<file path="src/rtl/umi_data_splitter.sv">
`default_nettype none
// ============================================================================
// Module   : umi_data_splitter
// Purpose  : Splits write / posted-write / read-response UMI flits whose
//            payload exceeds SPLIT_BYTES into several smaller flits with
//            adjusted len, dstaddr, data and eom. All other flits pass
//            through unchanged. One flit is held at a time; the next flit can
//            be accepted in the cycle its last piece is handshaken.
// Ports    : clk, reset (async, active high)
//            umi_in_*  : input UMI flit (valid/ready handshake)
//            umi_out_* : output UMI flit, fully registered
// Revision : 1.0 - initial release
// ============================================================================
module umi_data_splitter #(
  parameter int CW          = 32,
  parameter int AW          = 64,
  parameter int DW          = 64,
  parameter int SPLIT_BYTES = 4
) (
  input  logic          clk,
  input  logic          reset,
  input  logic          umi_in_valid,
  input  logic [CW-1:0] umi_in_cmd,
  input  logic [AW-1:0] umi_in_dstaddr,
  input  logic [AW-1:0] umi_in_srcaddr,
  input  logic [DW-1:0] umi_in_data,
  output logic          umi_in_ready,
  output logic          umi_out_valid,
  output logic [CW-1:0] umi_out_cmd,
  output logic [AW-1:0] umi_out_dstaddr,
  output logic [AW-1:0] umi_out_srcaddr,
  output logic [DW-1:0] umi_out_data,
  input  logic          umi_out_ready
);

  localparam int NB = DW / 8;
  localparam int BW = $clog2(NB) + 2;  // byte-count width
  localparam int OW = $clog2(NB) + 1;  // offset-counter width

  // UMI opcodes eligible for splitting
  localparam logic [4:0] OP_RESP_READ  = 5'h02;
  localparam logic [4:0] OP_REQ_WRITE  = 5'h03;
  localparam logic [4:0] OP_REQ_POSTED = 5'h05;

  typedef enum logic [0:0] {
    IDLE = 1'b0,
    BUSY = 1'b1
  } state_t;

  state_t        state_q, state_d;
  logic [CW-1:0] cmd_q, cmd_d;
  logic [AW-1:0] dst_q, dst_d;
  logic [DW-1:0] data_q, data_d;
  logic [BW-1:0] bytes_q, bytes_d;
  logic          split_q, split_d;
  logic [OW-1:0] off_q, off_d;

  logic          out_valid_q, out_valid_d;
  logic [CW-1:0] out_cmd_q, out_cmd_d;
  logic [AW-1:0] out_dst_q, out_dst_d;
  logic [AW-1:0] out_src_q, out_src_d;
  logic [DW-1:0] out_data_q, out_data_d;

  // Incoming flit decode
  logic [15:0]   in_full;
  logic [BW-1:0] in_bytes;
  logic          in_opc_ok;
  logic          in_split;

  always_comb begin
    in_full   = ({8'd0, umi_in_cmd[15:8]} + 16'd1) << umi_in_cmd[7:5];
    in_bytes  = (in_full > 16'(NB)) ? BW'(NB) : in_full[BW-1:0];
    in_opc_ok = (umi_in_cmd[4:0] == OP_REQ_WRITE) ||
                (umi_in_cmd[4:0] == OP_REQ_POSTED) ||
                (umi_in_cmd[4:0] == OP_RESP_READ);
    in_split  = in_opc_ok &&
                ((32'd1 << umi_in_cmd[7:5]) <= 32'(SPLIT_BYTES)) &&
                (32'(in_bytes) > 32'(SPLIT_BYTES));
  end

  // Handshake terms
  logic last_w, accept_w, out_hs_w;

  always_comb begin
    last_w       = (state_q == BUSY) &&
                   (!split_q || (32'(off_q) + 32'(SPLIT_BYTES) >= 32'(bytes_q)));
    umi_in_ready = (state_q == IDLE) || (last_w && umi_out_ready);
    accept_w     = umi_in_valid && umi_in_ready;
    out_hs_w     = out_valid_q && umi_out_ready;
  end

  // Piece builder: piece 0 of a newly accepted flit, or the next piece of
  // the held flit. Sharing one builder keeps a single set of output muxes.
  logic [CW-1:0] p_cmd;
  logic [AW-1:0] p_dst;
  logic [DW-1:0] p_data;
  logic [BW-1:0] p_bytes;
  logic          p_split;
  logic [OW-1:0] p_off;
  logic [BW-1:0] p_rem;
  logic [BW-1:0] p_chunk;
  logic [7:0]    p_len;
  logic          p_last;
  logic [DW-1:0] p_shift;
  logic [CW-1:0] piece_cmd;
  logic [AW-1:0] piece_dst;
  logic [DW-1:0] piece_data;

  always_comb begin
    p_cmd   = accept_w ? umi_in_cmd     : cmd_q;
    p_dst   = accept_w ? umi_in_dstaddr : dst_q;
    p_data  = accept_w ? umi_in_data    : data_q;
    p_bytes = accept_w ? in_bytes       : bytes_q;
    p_split = accept_w ? in_split       : split_q;
    p_off   = accept_w ? '0 : off_q + OW'(SPLIT_BYTES);

    p_rem   = p_bytes - BW'(p_off);
    p_chunk = (32'(p_rem) > 32'(SPLIT_BYTES)) ? BW'(SPLIT_BYTES) : p_rem;
    p_len   = 8'((32'(p_chunk) >> p_cmd[7:5]) - 32'd1);
    p_last  = (32'(p_off) + 32'(SPLIT_BYTES) >= 32'(p_bytes));

    // Bytes beyond the chunk are zeroed so downstream never sees stale data
    p_shift = p_data >> {p_off, 3'b000};
    for (int i = 0; i < NB; i++) begin
      if (i >= int'(p_chunk)) begin
        p_shift[8*i +: 8] = 8'h00;
      end
    end

    piece_cmd  = p_cmd;
    piece_dst  = p_dst;
    piece_data = p_data;
    if (p_split) begin
      piece_cmd[15:8] = p_len;
      piece_cmd[22]   = p_cmd[22] & p_last;
      piece_dst       = p_dst + AW'(p_off);
      piece_data      = p_shift;
    end
  end

  // Next-state logic
  always_comb begin
    state_d     = state_q;
    cmd_d       = cmd_q;
    dst_d       = dst_q;
    data_d      = data_q;
    bytes_d     = bytes_q;
    split_d     = split_q;
    off_d       = off_q;
    out_valid_d = out_valid_q;
    out_cmd_d   = out_cmd_q;
    out_dst_d   = out_dst_q;
    out_src_d   = out_src_q;
    out_data_d  = out_data_q;

    if (accept_w) begin
      state_d     = BUSY;
      cmd_d       = umi_in_cmd;
      dst_d       = umi_in_dstaddr;
      data_d      = umi_in_data;
      bytes_d     = in_bytes;
      split_d     = in_split;
      off_d       = '0;
      out_valid_d = 1'b1;
      out_cmd_d   = piece_cmd;
      out_dst_d   = piece_dst;
      out_src_d   = umi_in_srcaddr;
      out_data_d  = piece_data;
    end else if (out_hs_w && !last_w) begin
      off_d       = p_off;
      out_cmd_d   = piece_cmd;
      out_dst_d   = piece_dst;
      out_data_d  = piece_data;
    end else if (out_hs_w) begin
      state_d     = IDLE;
      out_valid_d = 1'b0;
    end
  end

  always_ff @(posedge clk or posedge reset) begin
    if (reset) begin
      state_q     <= IDLE;
      cmd_q       <= '0;
      dst_q       <= '0;
      data_q      <= '0;
      bytes_q     <= '0;
      split_q     <= 1'b0;
      off_q       <= '0;
      out_valid_q <= 1'b0;
      out_cmd_q   <= '0;
      out_dst_q   <= '0;
      out_src_q   <= '0;
      out_data_q  <= '0;
    end else begin
      state_q     <= state_d;
      cmd_q       <= cmd_d;
      dst_q       <= dst_d;
      data_q      <= data_d;
      bytes_q     <= bytes_d;
      split_q     <= split_d;
      off_q       <= off_d;
      out_valid_q <= out_valid_d;
      out_cmd_q   <= out_cmd_d;
      out_dst_q   <= out_dst_d;
      out_src_q   <= out_src_d;
      out_data_q  <= out_data_d;
    end
  end

  assign umi_out_valid   = out_valid_q;
  assign umi_out_cmd     = out_cmd_q;
  assign umi_out_dstaddr = out_dst_q;
  assign umi_out_srcaddr = out_src_q;
  assign umi_out_data    = out_data_q;

endmodule
`default_nettype wire

</file>
<file path="config.mk">
export PLATFORM = sky130hd
export DESIGN_NAME = umi_data_splitter
export DESIGN_NICKNAME = d
export VERILOG_FILES = /design/src/rtl/umi_data_splitter.sv
export SDC_FILE = /design/constraint.sdc
export NUM_CORES = 1
export LEC_CHECK = 0
export ABC_AREA = 1
export BUFFER_PORTS_ARGS = -buffer_cell sky130_fd_sc_hd__buf_4
export CAP_MARGIN = 25
export CORE_AREA = 5 5 199 201
export CTS_BUF_LIST = sky130_fd_sc_hd__clkbuf_16
export DETAILED_ROUTE_END_ITERATION = 12
export DIE_AREA = 0 0 204 206
export GPL_ROUTABILITY_DRIVEN = 0
export PLACE_DENSITY = 0.9
export SYNTH_ARGS = -nofsm -noshare
export SYNTH_HDL_FRONTEND = slang
export SYNTH_SLANG_ARGS = --single-unit
</file>
<file path="constraint.sdc">
create_clock -name clk -period 24 [get_ports clk]
set_clock_uncertainty 0.2 [all_clocks]
set_input_delay 3.6 -clock clk [delete_from_list [all_inputs] [get_ports clk]]
set_output_delay 3.6 -clock clk [all_outputs]
set_load 0.01 [all_outputs]
</file>
Yosys cells after proc, flatten, opt, wreduce, memory -nomap -nowiden
Cells that the tools add are included.
Cells by class
  add/subtract/negate cells: 7
  multipliers: 0
  divide/modulo/power cells: 0
  magnitude comparators: 14
  equality and inequality tests: 4
  shift-type cells: 4
  mux-type cells: 31
  bitwise gates (word level): 2
  reductions and logical operators: 16
Operators by type and width (number)
  64-bit two-way mux: 8
  32-bit two-way mux: 3
  8-bit two-way mux: 9
  64-bit by 4-bit adder with 64-bit output: 1
  64-bit by 7-bit right shift with 64-bit output: 1
  32-bit by 3-bit less-or-equal comparator with 1-bit output, second input constant: 1
  1-bit by 3-bit left shift with 32-bit output, first input constant: 1
  3-bit by 5-bit greater-or-equal comparator with 1-bit output, first input constant: 4
  16-bit by 4-bit > comparator with 1-bit output, second input constant: 1
  9-bit by 3-bit left shift with 16-bit output: 1
  5-bit two-way mux: 3
  4-bit two-way mux: 3
  4-bit by 3-bit adder with 5-bit output, second input constant: 2
  5-bit by 2-bit == test with 1-bit output, second input constant: 2
  1-bit by 5-bit greater-or-equal comparator with 1-bit output, first input constant: 2
  2-bit by 5-bit greater-or-equal comparator with 1-bit output, first input constant: 2
  5-bit greater-or-equal comparator: 2
  5-bit by 3-bit > comparator with 1-bit output, second input constant: 2
  8-bit by 1-bit adder with 9-bit output, second input constant: 1
  5-bit by 3-bit right shift with 8-bit output: 1
  8-bit by 1-bit subtractor with 8-bit output, second input constant: 1
  1-bit logical AND: 7
  5-bit by 3-bit == test with 1-bit output, second input constant: 1
  1-bit two-way mux: 5
  other kinds (9): 14
Storage, ports and cells
  register bits: 395
  bits in latches: 0
  RAM bits: 0
  ROM bits: 0
  bits of input ports: 228
  output and inout port bits: 226
  word-level logic and storage cells: 89
  memories kept: 0

Depth between registers and ports, before layout
  word-level depth: 16
  depth in mapped cells: 35
  gate-level depth less buffers: 31

Worst setup path before layout
No wires, ideal clock.
  kind: input-to-output
  start point: input umi_out_ready
  end point: output umi_in_ready
  arrival: 4.049 ns
  data required time: 20.200 ns
  slack: 16.151 ns
  stages on the path: 4
  path buffers: 2
  cells stage by stage: nand2_2 > nand2_4 > buf_6 > buf_2
On the way
  cells in the longest elaborated chain, start to end: 2
RTL lines
  start, declared: line 33  | input logic umi_out_ready
  1-bit logical AND: line 87  | umi_in_ready = (state_q == IDLE) || (last_w && umi_out_ready);
  1-bit logical OR: line 87
  end, declared: line 27  | output logic umi_in_ready,
Every way passes these cells.

Final worst setup path
Same ends and word-level chain as after synthesis.

==> out/results.ini <==
[status]
outcome = finished clean

[timing]
max_freq_ghz = 0.1196
finalSetupTns_ns = 0
post-route-min-period_ns = 8.359
tightest_slew_ns = 1.005
hold_viol_final = 0
setup_viol = 0
max_slew_margin_pct = 32.97
grt_setup_unrepaired = false
fin_crit_sh_pct = 34.83
drv_slew = 0

[cells_and_area]
fin_nets = 3395
num-fill-cells = 2825
final_layout_size_suffix_gt1_share_pct = 19.02
post-route-util_pct = 68.60
finalNonFillerCells = 3686
design_area_mm2 = 0.02566
n_antenna_cell = 0
synthToLayoutAreaGrowth_pct = 23.94

[logic_synthesis]
synth_edf_count = 0
ys_types = 49
ys_ff_latch = 395
synth_area_mm2 = 0.02070
syn_inst = 2757
ys.flop_type = dfrtp_1
yosysTopAreaCellShare_pct = 47.75
synthArstFlopShare_pct = 100.0
avgSynthCellArea_um2 = 7.508
synth.yosys.warnings = 0
yosysTopAreaCell = dfrtp_1
syn-num-nets = 3009
ys_top_cells_by_area = dfrtp_1, nand2_1, inv_1, nor2_1, nand3_1
synth-seq-area-share_pct = 47.75

[setup_path]
end_kind = primary output
cp.buffers_inverters = 2
rr_endpoint = umi_out_data[28]$_DFFE_PP0P_
crit_fanout = 59
cp.arrival_ns = 4.56
start_kind = primary input
path_common_cell = buf_4
path_cells = buf_4, nand2_2, nand2_4, buf_4
critPathTopFamily = simple AND/OR/NAND/NOR gates
worstRegToRegCells = 21
crit_slowest_cell = nand2_4
rrSetupSlack_ns = 16.07
critical_path.startpoint = umi_out_ready
critPathKind = primary input to primary output
max_stage_delay_ns = 0.52
reg2reg_from = off_q[0]$_DFFE_PP0P_
cp.required_ns = 20.20

[die]
die_x_um = 204
rows = 71
dieArea_mm2 = 0.04202
die_y_um = 206
initial_core_util_pct = 55.35
ios = 454
core_mm2 = 0.03740

[clocking]
clockRootBuffer = clkbuf_16
cts_hold_buf = 0
clock_sinks = 395
post-cts-setup-buffer-count = 0
cts.repair.resized = 0
cts.path.max_buffers = 3
worstSkewPairLatency_ns = 0.57
clk_pin_slew_ns = 0.06
cts.htree.levels = 2
cts_tree = built
cts_buffers = 43

[detailed_routing]
drtIter0Drc = 2909
vias = 20980
wl_per_cell_um = 19.37
first_pass_iters = 10
drc_errors = 0
ant_nets = 0
viasPerCell = 5.692
wl_um = 71410

[place]
dp_hpwl_um = 51080
portBuffers = 453
dpl_cell_area_mm2 = 0.02426
dp.cells = 3607

[power]
p_int_mw = 1.404
seqPwrFrac_pct = 40.2
peakVddDrop_v = 0.00006273
clkPwrFrac_pct = 30.1
total_power_mw = 2.151
switching_share_pct = 34.72
p_leak_nw = 13.41
powerDensity_mw_per_mm2 = 83.85
p_sw_uw = 746.8
pwr-share-comb_pct = 29.7

[hold_path]
whs_path_depth = 2
hold-path-endpoint = umi_out_srcaddr[43]$_DFFE_PP0P_
min_path_type = register to register
min_from = umi_out_srcaddr[43]$_DFFE_PP0P_

[global_route]
grt-ovfl-total = 0
grt_pass1_wl_um = 111800
grt_use_total_pct = 33.26
grt_max_degree = 176
antenna_found_initial = 1
grt_pass1_vias = 20890

[job]
maxCapViolations = 0

==> layout make-up <==
cell class,instances,area [um2],share of cell area [%]
Clock buffer,45,1126,4.389
Clock inverter,32,211.5,0.8242
Inverter,292,1106,4.311
Multi-Input combinational cell,1942,9115,35.53
Sequential cell,395,9884,38.53
Tap cell,511,639.4,2.492
Timing Repair Buffer,469,3573,13.93
==> routing by layer <==
layer / vias up / GRT usage (%) / share of wire [%]
met5: - / 0 / 0.018
met4: 2 / 16.37 / 5.5
met3: 269 / 10.07 / 13
met2: 1452 / 51.41 / 45
met1: 9731 / 42.97 / 37
li1: 9525 / - / -
==> flip-flops by register name (all words and copies together), names as in the netlist <==
name	count
cmd_q	32
dst_q	64
umi_out_data	64
umi_out_srcaddr	64
umi_out_valid	1
off_q	4
data_q	64
bytes_q	5
umi_out_cmd	32
umi_out_dstaddr	64
split_q	1
==> stage by stage <==
stage	hold slack (ns)	setup slack, ns
final	0.2792	15.64
after global routing	0.2940	15.41
after CTS	0.2820	15.65
after detailed placement	0.2622	15.37
after global placement	0.2566	15.51
after floorplan	0.2400	9.217
==> layout by cell type, fill, tap and decap left out, drive strengths merged <==
cell type  count
dfrtp        395
xnor2          3
clkinvlp       1
nor4           1
inv          299
o21bai         1
nand2       1029
fa             2
o211ai        34
nand3        165
and2           5
o31ai         18
xor2          18
nand3b        34
nor3          14
mux2i          9
a31oi         43
and3           1
nand4         38
o221ai        12
ha            22
buf          469
o21ai        136
bufinv         3
o22ai         10
a21oi         36
o21a           8
or2            8
clkbuf        45
a21o           1
nor2         278
a22oi         16
clkinv        21
==> cell families (layout without fill, tap and decap cells) <==
kind of cell    after synthesis  count (layout)  synth area share, %
compound gates              315             315                9.200
xor+xnor                     21              21               0.8886
fa+ha+maj                    24              24                1.523
buf+inv                     420             838                8.366
flops                       395             395                47.75
mux                           9               9               0.4352
simple gates               1573            1573                31.84
==> tightest hold or removal path, stage by stage (launching register included) <==
cell	delay [ns]
dfrtp_1	0.34
nand2_1	0.06
nand2_1	0.05
==> Yosys cell counts, types with 3 or more instances <==
library cell  count
dfrtp_1         395
buf_1            16
and2_1            5
inv_2            11
o21ai_0         120
buf_6            10
o22ai_1          10
or2_2             8
nand3b_1         33
a22oi_1          16
inv_1           278
o21ai_1          14
o221ai_1         12
nor3_1           10
nand3_2           3
nor2_1          251
nor2_4            4
nand2_1        1014
buf_2            42
nand4_1          37
xnor2_1           3
o211ai_1         34
o31ai_1          18
o21a_1            8
nand3_1         162
a21oi_1          34
nand2_2          13
nor2_2           23
buf_4             7
xor2_1           18
mux2i_1           9
clkbuf_1         52
a31oi_1          42
ha_1             22
clkinv_1          3
==> worst max-delay path by stage <==
stage,cells past startpoint,endpoint,slack (ns)
6_report,4,umi_in_ready,15.64
5_1_grt,20,umi_out_dstaddr[38]$_DFFE_PP0P_,15.41
4_1_cts,4,umi_in_ready,15.65
3_5_place_dp,20,umi_out_dstaddr[42]$_DFFE_PP0P_,15.37
3_3_place_gp,20,umi_out_dstaddr[50]$_DFFE_PP0P_,15.51
2_1_floorplan,1,bytes_q[0]$_DFF_PP0_,9.22
==> power groups by stage <==
stage          sequential, mW  combinational (mW)  clock, mW
6_report                0.865               0.639      0.647
5_1_grt                 0.876               0.700      0.681
4_1_cts                 0.863               0.630      0.653
3_5_place_dp            0.872               0.627          0
3_3_place_gp            0.868               0.606          0
2_1_floorplan           0.891               0.314          0
Power figures use the tool's default switching activity.
